**config.mk**
```make
export PLATFORM = sky130hd
export DESIGN_NAME = bsg_manycore_cache_dma_to_wh
export DESIGN_NICKNAME = d
export VERILOG_FILES = /design/src/rtl/bsg_manycore_pkg.sv /design/src/rtl/bsg_manycore_cache_dma_to_wh_rx.sv /design/src/rtl/bsg_manycore_cache_dma_to_wh.sv
export SDC_FILE = /design/constraint.sdc
export NUM_CORES = 1
export LEC_CHECK = 0
export ABC_CLOCK_PERIOD_IN_PS = 6400
export CORE_MARGIN = 4
export CORE_UTILIZATION = 36
export CTS_CLUSTER_SIZE = 10
export DETAILED_ROUTE_END_ITERATION = 10
export GPL_TIMING_DRIVEN = 0
export MAX_ROUTING_LAYER = met4
export PLACE_DENSITY = 0.86
export SLEW_MARGIN = 10
export SYNTH_ARGS = -nofsm -noshare
export SYNTH_HDL_FRONTEND = slang
export SYNTH_SLANG_ARGS = --single-unit
```
**constraint.sdc**
```tcl
create_clock -name clk_i -period 6.4 [get_ports clk_i]
set_input_delay 0.96 -clock clk_i [delete_from_list [all_inputs] [get_ports clk_i]]
set_output_delay 0.96 -clock clk_i [all_outputs]
set_load 0.01 [all_outputs]
```
**src/rtl/bsg_manycore_pkg.sv**
```systemverilog
// rtl/bsg_manycore_pkg.sv - wormhole header macro and FSM state types for the cache DMA bridge
`ifndef BSG_MANYCORE_PKG_SV
`define BSG_MANYCORE_PKG_SV

`define DECLARE_BSG_MANYCORE_DMA_WH_HEADER_S(cord_w, len_w, cid_w) \
  typedef struct packed { \
    logic              write_not_read; \
    logic [cid_w-1:0]  src_cid; \
    logic [cord_w-1:0] src_cord; \
    logic [len_w-1:0]  len; \
    logic [cord_w-1:0] dest_cord; \
  } bsg_manycore_dma_wh_header_s

package bsg_manycore_pkg;

  typedef enum logic [1:0] {S_IDLE, S_HDR, S_ADDR, S_DATA} dma_wh_send_state_e;
  typedef enum logic {R_HDR, R_DATA} dma_wh_recv_state_e;

endpackage

`endif

```
**src/rtl/bsg_manycore_cache_dma_to_wh_rx.sv**
```systemverilog
// rtl/bsg_manycore_cache_dma_to_wh_rx.sv - strips fill headers and streams fill words to the cache
module bsg_manycore_cache_dma_to_wh_rx
  import bsg_manycore_pkg::*;
  #(parameter int data_width_p          = 32
  , parameter int block_size_in_words_p = 8
  )
  (input  logic                    clk_i
  , input  logic                    reset_i
  , input  logic [data_width_p-1:0] wh_data_i
  , input  logic                    wh_v_i
  , output logic                    wh_yumi_o
  , output logic [data_width_p-1:0] dma_data_o
  , output logic                    dma_data_v_o
  , input  logic                    dma_data_ready_i
  );

  localparam int cnt_width_lp = $clog2(block_size_in_words_p);
  localparam logic [cnt_width_lp-1:0] last_word_lp = cnt_width_lp'(block_size_in_words_p - 1);

  dma_wh_recv_state_e state_r, state_n;
  logic [cnt_width_lp-1:0] cnt_r, cnt_n;

  always_ff @(posedge clk_i or posedge reset_i) begin
    if (reset_i) begin
      state_r <= R_HDR;
      cnt_r   <= '0;
    end else begin
      state_r <= state_n;
      cnt_r   <= cnt_n;
    end
  end

  assign dma_data_o = wh_data_i;

  always_comb begin
    state_n      = state_r;
    cnt_n        = cnt_r;
    wh_yumi_o    = 1'b0;
    dma_data_v_o = 1'b0;
    case (state_r)
      R_HDR: begin
        // the header carries nothing the cache needs, so it is dropped on arrival
        wh_yumi_o = wh_v_i & ~reset_i;
        if (wh_yumi_o) state_n = R_DATA;
      end
      R_DATA: begin
        dma_data_v_o = wh_v_i;
        wh_yumi_o    = wh_v_i & dma_data_ready_i;
        if (wh_yumi_o) begin
          if (cnt_r == last_word_lp) begin
            cnt_n   = '0;
            state_n = R_HDR;
          end else begin
            cnt_n = cnt_r + cnt_width_lp'(1);
          end
        end
      end
      default: state_n = R_HDR;
    endcase
  end

endmodule

```
**src/rtl/bsg_manycore_cache_dma_to_wh.sv**
```systemverilog
// rtl/bsg_manycore_cache_dma_to_wh.sv - bridges one cache DMA port to east/west wormhole memory controllers
module bsg_manycore_cache_dma_to_wh
  import bsg_manycore_pkg::*;
  #(parameter int dma_addr_width_p      = 28
  , parameter int data_width_p          = 32
  , parameter int block_size_in_words_p = 8
  , parameter int wh_cord_width_p       = 7
  , parameter int wh_len_width_p        = 4
  , parameter int wh_cid_width_p        = 2
  )
  (input  logic                        clk_i
  , input  logic                        reset_i
  , input  logic [dma_addr_width_p:0]   dma_pkt_i
  , input  logic                        dma_pkt_v_i
  , output logic                        dma_pkt_yumi_o
  , output logic [data_width_p-1:0]     dma_data_o
  , output logic                        dma_data_v_o
  , input  logic                        dma_data_ready_i
  , input  logic [data_width_p-1:0]     dma_data_i
  , input  logic                        dma_data_v_i
  , output logic                        dma_data_yumi_o
  , input  logic                        wh_dest_east_not_west_i
  , input  logic [wh_cord_width_p-1:0]  my_cord_i
  , input  logic [wh_cid_width_p-1:0]   my_cid_i
  , input  logic [wh_cord_width_p-1:0]  dest_cord_east_i
  , input  logic [wh_cord_width_p-1:0]  dest_cord_west_i
  , output logic [data_width_p-1:0]     wh_data_o
  , output logic                        wh_v_o
  , input  logic                        wh_ready_i
  , input  logic [data_width_p-1:0]     wh_data_i
  , input  logic                        wh_v_i
  , output logic                        wh_yumi_o
  );

  localparam int cnt_width_lp    = $clog2(block_size_in_words_p);
  localparam int offset_width_lp = cnt_width_lp + $clog2(data_width_p / 8);
  localparam logic [cnt_width_lp-1:0] last_word_lp = cnt_width_lp'(block_size_in_words_p - 1);

  `DECLARE_BSG_MANYCORE_DMA_WH_HEADER_S(wh_cord_width_p, wh_len_width_p, wh_cid_width_p);
  localparam int header_width_lp = $bits(bsg_manycore_dma_wh_header_s);

  dma_wh_send_state_e state_r, state_n;
  logic [cnt_width_lp-1:0]     cnt_r, cnt_n;
  logic [dma_addr_width_p-1:0] addr_r, addr_aligned;
  logic                        write_not_read_r;
  logic [wh_cord_width_p-1:0]  dest_cord_r;

  bsg_manycore_dma_wh_header_s header;
  logic [data_width_p-1:0]     header_flit, addr_flit;

  always_comb begin
    header.dest_cord      = dest_cord_r;
    header.len            = write_not_read_r ? wh_len_width_p'(block_size_in_words_p + 1)
                                             : wh_len_width_p'(1);
    header.src_cord       = my_cord_i;
    header.src_cid        = my_cid_i;
    header.write_not_read = write_not_read_r;
    header_flit = '0;
    header_flit[header_width_lp-1:0] = header;
    // memory controllers always fetch whole blocks, so the offset is dropped
    addr_aligned = addr_r;
    addr_aligned[offset_width_lp-1:0] = '0;
    addr_flit = '0;
    addr_flit[dma_addr_width_p-1:0] = addr_aligned;
  end

  always_ff @(posedge clk_i or posedge reset_i) begin
    if (reset_i) begin
      state_r          <= S_IDLE;
      cnt_r            <= '0;
      addr_r           <= '0;
      write_not_read_r <= 1'b0;
      dest_cord_r      <= '0;
    end else begin
      state_r <= state_n;
      cnt_r   <= cnt_n;
      if (dma_pkt_yumi_o) begin
        addr_r           <= dma_pkt_i[dma_addr_width_p-1:0];
        write_not_read_r <= dma_pkt_i[dma_addr_width_p];
        dest_cord_r      <= wh_dest_east_not_west_i ? dest_cord_east_i : dest_cord_west_i;
      end
    end
  end

  always_comb begin
    state_n         = state_r;
    cnt_n           = cnt_r;
    dma_pkt_yumi_o  = 1'b0;
    dma_data_yumi_o = 1'b0;
    wh_v_o          = 1'b0;
    wh_data_o       = '0;
    case (state_r)
      S_IDLE: begin
        dma_pkt_yumi_o = dma_pkt_v_i & ~reset_i;
        if (dma_pkt_yumi_o) state_n = S_HDR;
      end
      S_HDR: begin
        wh_v_o    = 1'b1;
        wh_data_o = header_flit;
        if (wh_ready_i) state_n = S_ADDR;
      end
      S_ADDR: begin
        wh_v_o    = 1'b1;
        wh_data_o = addr_flit;
        if (wh_ready_i) state_n = write_not_read_r ? S_DATA : S_IDLE;
      end
      S_DATA: begin
        wh_v_o          = dma_data_v_i;
        wh_data_o       = dma_data_i;
        dma_data_yumi_o = dma_data_v_i & wh_ready_i;
        if (dma_data_yumi_o) begin
          if (cnt_r == last_word_lp) begin
            cnt_n   = '0;
            state_n = S_IDLE;
          end else begin
            cnt_n = cnt_r + cnt_width_lp'(1);
          end
        end
      end
      default: state_n = S_IDLE;
    endcase
  end

  bsg_manycore_cache_dma_to_wh_rx
    #(.data_width_p(data_width_p)
    , .block_size_in_words_p(block_size_in_words_p)
    ) rx
    (.clk_i(clk_i)
    , .reset_i(reset_i)
    , .wh_data_i(wh_data_i)
    , .wh_v_i(wh_v_i)
    , .wh_yumi_o(wh_yumi_o)
    , .dma_data_o(dma_data_o)
    , .dma_data_v_o(dma_data_v_o)
    , .dma_data_ready_i(dma_data_ready_i)
    );

endmodule

```
==> results.txt, run 1 <==
* Sum of negative setup slack: 0 ps
- Number of distinct library cells after synthesis: 24
- The H-tree was split into 2 levels.
* Starting density of the core: roughly 38%
- Final period utilization: 62.68%
- The mapped netlist covers approximately 2400 um2.
* Wire length per cell after detailed routing: 17.10 um
* Synth warn: 0
- Worst Max-Slew Pin Slew: around 550 ps
* Data required time of the worst path: 5440 ps
* DIE AREA: about 8200 um2
- Row generation in the floorplan step produced 29 rows.
- Timing would allow up to roughly 250 MHz.
- The number of failing hold endpoints at the final stage is 0.
- Overflow left after global routing: 0
- In the routed design, unresolved DRC markers number 0.
- First-pass iteration count of the detailed router: 5
- The post-route netlist has around a fifth of its cells at a drive strength greater than 1.
- Count of input and output buffers: approximately 150
* IO Count: ~190
- The number of buffers and inverters on the critical path is 7.
* Initial antenna violation count: 0
- Once the clock tree was built, the setup fixing pass inserted 0 buffers.
- Largest voltage drop on the vdd net: roughly 0.21 mV
* Unrepaired setup endpoints after global routing: no
* Final clock skew: roughly 4.7 ps
- The number of nets in the synthesized netlist is 372.
- Number of violations reported at the end of detailed-routing iteration 0: about 180
- Setup violations remaining at the end of the flow were counted as 0.
- TritonCTS built the clock tree.
* Share of synthesized flip-flops with an asynchronous set or reset: between 90% and 100%
- Of all nets on the critical path, the largest fanout is 34.
* Wire length of the first global-routing pass: 12.53 mm
- Yosys reg bits: 40
- From bottom edge to top edge, the die measures ~90 um.
- P&R area growth vs syn: 71.61%
* Run status: complete, no violations
- On the critical path, the stage with the largest delay is an instance of sky130_fd_sc_hd__clkdlybuf4s50_1.
- Top Family by Delay on Critical Path: buffers and inverters
- Synthesis produced a netlist whose cell count is between 200 and 250.
- Maximum number of pins on one net before global-route repair: 35
- In the routed layout, each cell is associated on average with a via count of 5.130.
* Number of nets with antenna violations after routing: 0
* Number of buffers created by CTS: 5
- The largest single stage delay on the critical path is 530 ps.
- Final weighted congestion in routability-driven placement: ~0.77
- Cells fill roughly two thirds of the core in the end.
- Number of resized instances in the post-cts repair step: 0
* Crit. End Element: output port
- Each instance of the synthesized netlist takes up on average ~10 um2.
- Global-route usage over all layers: approximately 20%
- Slew Limit Headroom: 63.30%
- Path type of the worst setup path: in2out
* Crit path launch type: input port
- In the synthesized netlist the dominant register cell turns out to be sky130_fd_sc_hd__dfrtp_1.
- Die width: around 90 um
* Fraction of the yosys area taken by sequential cells: 40.92%
- The clock drives 40 sinks.
- Power per Cell Area: between 300 and 400 nW/um2
- The routed layout has 2452 vias.
- The number of global-route vias before repair was around 2500.
- Clock Latency Late Sink: ~290 ps
- Worst slack after detailed placement: ~2400 ps
- Counting along the longest clock path gives a buffer depth of 2.
- The critical path goes through clkdlybuf4s50_1, inv_2, buf_12, nand3_1, buf_2, buf_2, inv_1, clkdlybuf4s50_1.
- Fill cells in the final layout number 527.
- PnR worst setup slack: approximately 2400 ps
- After the last flow step, the layout net total stands at 534.
- Worst min-delay path class: reg2reg
- 0 antenna diodes ended up in the layout.
- Detailed placement finished with a half-perimeter wire length of 6.638 mm.
* CTS hold repair buffers: 0
* Post-layout minimum cycle time: 4011 ps
- The cell sitting at the root of the clock tree is a sky130_fd_sc_hd__clkbuf_8.
- Number of max-slew violations in the final report: 0
- In this run the standard cell core region covers around 6500 um2.
- Max-capacitance violation count: 0
- Count of flip-flops with a built-in enable after synthesis: 0
* Register clock-pin slew on the reported worst setup and hold paths: approximately 80 ps
- Detailed-route wire length: just over 8 mm
- Arrival time at the worst endpoint: 3050 ps
- Leak Pwr: ~1.8 nW
power breakdown:
group / switching (mW) / internal (mW) / total [mW]
clock: 0.0905 / 0.0877 / 0.178
sequential: 0.0758 / 0.377 / 0.453
combinational: 0.421 / 0.501 / 0.922
total: 0.587 / 0.966 / 1.55
worst min-delay path, stage by stage, from the launching register on:
cell	delay, ps
sky130_fd_sc_hd__dfrtp_1	350
sky130_fd_sc_hd__nand2_1	50
sky130_fd_sc_hd__o21ai_0	60
worst paths after layout:
path                                start        endpoint  slack [ps]  cells after the start
hold / removal             dest_cord_r[5]  dest_cord_r[5]         490                      2
setup / recovery                  reset_i  dma_pkt_yumi_o        2390                      8
min in group asynchronous         reset_i      rx.state_r         940                      2
setup reg to reg               state_r[0]      state_r[0]        4630                      6
hold reg to reg            dest_cord_r[5]  dest_cord_r[5]         490                      2
max in group asynchronous         reset_i  dest_cord_r[6]        5020                      3
cell families after synthesis:
family                     share of synthesized area [%]
adders and majority gates                          5.115
AOI/OAI and AO/OA                                  15.45
buffers and inverters                              13.96
muxes                                              15.75
and+or+nand+nor                                    8.798
DFF                                                40.92
final cells by class:
| cell class | instances | area, um2 | share of cell area, % |
|---|---|---|---|
| Timing Repair Buffer | 155 | 1562 | 37.20 |
| Multi-Input combinational cell | 144 | 1104 | 26.29 |
| Sequential cell | 40 | 1001 | 23.84 |
| Buffer | 49 | 322.8 | 7.690 |
| Tap cell | 77 | 96.34 | 2.295 |
| Clock buffer | 7 | 86.33 | 2.057 |
| Inverter | 5 | 18.77 | 0.4471 |
| Clock inverter | 1 | 7.507 | 0.1788 |
flip-flops by register name, summed over array words and instances, names as in the netlist:
signal            count
addr_r               23
dest_cord_r           7
cnt_r                 3
rx.cnt_r              3
state_r               2
rx.state_r            1
write_not_read_r      1
cell usage after synthesis (3+ instances only):
| cell | n | area, um2 |
|---|---|---|
| sky130_fd_sc_hd__inv_1 | 5 | 18.77 |
| sky130_fd_sc_hd__buf_2 | 9 | 45.04 |
| sky130_fd_sc_hd__and2_1 | 6 | 37.54 |
| sky130_fd_sc_hd__nor2_1 | 29 | 108.9 |
| sky130_fd_sc_hd__a21oi_1 | 6 | 30.03 |
| sky130_fd_sc_hd__a22oi_1 | 14 | 105.1 |
| sky130_fd_sc_hd__mux2i_1 | 7 | 70.07 |
| sky130_fd_sc_hd__o21ai_0 | 8 | 40.04 |
| sky130_fd_sc_hd__nand3_1 | 3 | 15.01 |
| sky130_fd_sc_hd__dfrtp_1 | 40 | 1001 |
| sky130_fd_sc_hd__a222oi_1 | 13 | 130.1 |
| sky130_fd_sc_hd__ha_1 | 10 | 125.1 |
| sky130_fd_sc_hd__mux2_2 | 28 | 315.3 |
| sky130_fd_sc_hd__buf_4 | 32 | 240.2 |
| sky130_fd_sc_hd__nand2_1 | 10 | 37.54 |
| sky130_fd_sc_hd__clkbuf_1 | 7 | 26.28 |
per-layer routing:
metal | track usage [%] | vias to the layer above | wire length [um]
met3 | 5.083 | 6 | 797
met5 | - | - | 0
met4 | 5.357 | 0 | 69
li1 | - | 1143 | -
met2 | 35.97 | 150 | 4360
met1 | 20.89 | 1153 | 2944
stage by stage:
stage / hold WS, ps / instance area, um2 / std cells / power [mW]
floorplan: 448.8 / 2446 / 238 / 0.9447
global route: 523.4 / 4198 / 478 / 1.661
detailed placement: 481.1 / 4104 / 470 / 1.384
global placement: 466.2 / 4084 / 469 / 1.357
finish: 489.2 / 4198 / 478 / 1.553
CTS: 498.1 / 4198 / 478 / 1.566
cell usage in the layout, fill, tap and decap left out, drive strengths merged:
master / n
a22oi: 14
a222oi: 13
clkdlybuf4s50: 154
a21oi: 6
inv: 5
clkbuf: 14
mux2: 28
nor3: 2
nand3: 3
a31oi: 2
ha: 10
nand2b: 1
dfrtp: 40
a21o: 2
o21ba: 1
mux2i: 7
nand2: 10
buf: 43
and2: 6
a221oi: 2
o21ai: 8
clkinvlp: 1
nor2: 29
No activity file was read; power rests on OpenSTA's default activity.
==> inputs of run 2 (changes only) <==
Settings changed: ABC_CLOCK_PERIOD_IN_PS 6400 to 3600, CORE_UTILIZATION 36 to 30, PLACE_DENSITY 0.86 to 0.77.
Clock period 6.4 ns to 3.6 ns, I/O delays scaled along.
==> run 2 against run 1 <==
Compared with the run above: design area increased by 0.54%; sequential power increased by 79%; critical path depth decreased by 1; sequential share of layout area decreased by 0.13 points; largest power group unchanged; count of clock-buffer cells in the layout decreased by 1.
==> results.txt, run 2 (synthesized netlist as in run 1, its figures left out) <==
* Largest voltage drop on the vdd net: 0.3455 mV
- After the flow finishes, the layout carries non-filler instances totaling 502.
- The largest registers in the layout are addr_r (23), dest_cord_r (7).
- The internal portion of the total power is 1.695 mW.
* Starting density of the core: between 30% and 40%
- The share of total power dissipated in sequential elements is between 20% and 30%.
- Combinational cells account for 60.2% of the total power.
- Overflow left after global routing: 0
- In the layout the commonest cells are 154 x sky130_fd_sc_hd__clkdlybuf4s50_1, 40 x sky130_fd_sc_hd__dfrtp_1, 32 x sky130_fd_sc_hd__buf_4, 29 x sky130_fd_sc_hd__nor2_1, 28 x sky130_fd_sc_hd__mux2_2.
* Count of input and output buffers: 154
- The number of failing hold endpoints at the final stage came to 0.
- The initial antenna violation count is 0.
* Chip Height: 98.30 um
- Worst min-delay path class: reg2reg
- After routing, the total negative slack on setup checks comes to 0 ps.
- After detailed routing, the average wire length per cell comes to 16.69 um.
* Maximum clock frequency: between 300 and 400 MHz
- N_diodes: 0
* Number of buffers created by CTS: 5
* Final hold slack: 487.7 ps
- Summed over all layers, the routed wires come to about 8.4 mm.
- Leaving out fill and tap cells, the most frequent cell in the layout is sky130_fd_sc_hd__clkdlybuf4s50_1.
* Floorplan Core Area: ~7800 um2
- Leak Pwr: ~1.8 nW
* Crit. End Element: output port
- The clock arrives with 9.752 ps of skew.
- The largest single stage delay on the critical path is 530 ps.
- In this run the worst path has a maximum fanout of 22.
- CTS hold repair buffers: 0
* Post-layout minimum cycle time: around 3200 ps
- Of the cells placed in the final design, the portion with a size suffix greater than 1 is about a fifth.
- The H-tree was split into 2 levels.
- The HPWL after detailed placement is between 6 and 7 mm.
- DIE AREA: 9662 um2
- The clock network is responsible for between 10% and 20% of the overall power.
- Relative to the synthesized area, the layout overhead comes to 72.53%.
* Critical-path cell list: clkdlybuf4s50_1, inv_2, nand3_1, buf_2, buf_2, inv_1, clkdlybuf4s50_1
* Total chip power: around 2.7 mW
* Path type of the worst setup path: in2out
* Die width: 98.30 um
- Final period utilization: 89.17%
- addr_r holds more flip-flops than any other register.
- Setup slack closes at 389.9 ps.
* CTS Sinks: 40
- CTS Buffer Depth: 2
- The number of global-route vias before repair is 2578.
* Global-route usage over all layers: 16.59%
- Register clock-pin slew on the reported worst setup and hold paths: around 80 ps
- In this run, post-CTS repair resized a total of 0 instances.
- After clock tree synthesis, the setup repair step added 0 buffers.
* Final weighted congestion in routability-driven placement: around 0.74
- The detail route stage leaves a number of antenna-violating nets equal to 0.
- The pre-antenna-repair detailed-routing pass consisted of 7 iterations.
- For this design the total switching power over the nets is roughly 1.0 mW.
- Measured against its own limit, the worst slew margin works out to just under 60%.
- IO Count: 193
* Data required time of the worst path: between 3000 and 4000 ps
- Count of filler cells inserted in the layout: between 700 and 800
* Post-route core utilization: ~54%
- Max-capacitance violation count: 0
- Net switching is 38.23% of the power.
* Highest-delay cell along the critical path: sky130_fd_sc_hd__clkdlybuf4s50_1
* Vias per cell: just under 5
- Power spread over the standard cell area amounts to ~650 nW/um2.
* Crit path launch type: input port
- The first global-routing pass estimated around 13 mm of wire.
* Placed cell count: between 400 and 500
- The register with the most flip-flops in the layout has 23 of them.
* Final standard cell area without fillers: between 4000 and 5000 um2
* Cell area after placement: between 4000 and 5000 um2
* Remaining DRCs: 0
* Run status: complete, no violations
- Setup repair after global routing left no endpoint under its margin.
* Worst Max-Slew Pin Slew: 605.5 ps
- The number of slew-limit violations in the final report was 0.
* Finish-stage setup viols: 0
- Clock Latency Late Sink: 280 ps
- Number of placement rows: 32
- OpenSTA, run right after detailed placement, puts the worst setup slack at 349.1 ps.
* CTS tree: yes
- CTS placed an instance of sky130_fd_sc_hd__clkbuf_8 at the clock tree root.
- Total number of vias: about 2400
* Maximum number of pins on one net before global-route repair: 23
- The detailed router finished its first iteration with 94 violations.
* Final net count: approximately 530
- STA puts the critical path data arrival time at approximately 2700 ps.
-- run 2: worst paths after layout --
| kind | to | cells after the start | slack (ps) | from |
|---|---|---|---|---|
| worst min-delay path | dest_cord_r[1] | 2 | 490 | dest_cord_r[1] |
| min in group asynchronous | rx.state_r | 2 | 670 | reset_i |
| max in group asynchronous | addr_r[22] | 3 | 2430 | reset_i |
| worst max-delay path | dma_pkt_yumi_o | 7 | 390 | reset_i |
| worst min register to register | dest_cord_r[1] | 2 | 490 | dest_cord_r[1] |
| worst max register to register | state_r[0] | 6 | 1820 | state_r[0] |
-- run 2: power by group through the flow --
stage | registers [mW] | logic, mW | clock network [mW]
2_1_floorplan | 0.772 | 0.907 | 0
3_3_place_gp | 0.806 | 1.62 | 0
3_5_place_dp | 0.817 | 1.67 | 0
4_1_cts | 0.812 | 1.68 | 0.289
5_1_grt | 0.837 | 1.80 | 0.308
6_report | 0.813 | 1.65 | 0.279
-- run 2: critical path, delay by kind of cell --
family | cells | cell delay [ps]
AND/OR/NAND/NOR | 1 | 190
buffers and inverters | 6 | 1920
-- run 2: per-layer routing --
metal / part of all wire, % / vias to the layer above / wire (um) / GRT usage, %
met1: 39 / 1150 / 3265 / 17.78
met5: 0 / - / 0 / -
met3: 8.5 / 6 / 716 / 4.286
met4: 0.78 / 0 / 65 / 3.046
li1: - / 1138 / - / -
met2: 52 / 133 / 4327 / 30.84
-- run 2: cell type report --
type | instances | area (um2) | share of cell area [%]
plain buffers | 49 | 322.8 | 7.649
well taps | 102 | 127.6 | 3.024
inverters | 5 | 18.77 | 0.4447
repair buffers | 155 | 1569 | 37.18
clock buffers | 6 | 72.57 | 1.720
multi-input cells | 144 | 1104 | 26.15
clock inverters | 1 | 5.005 | 0.1186
flip-flops and latches | 40 | 1001 | 23.72
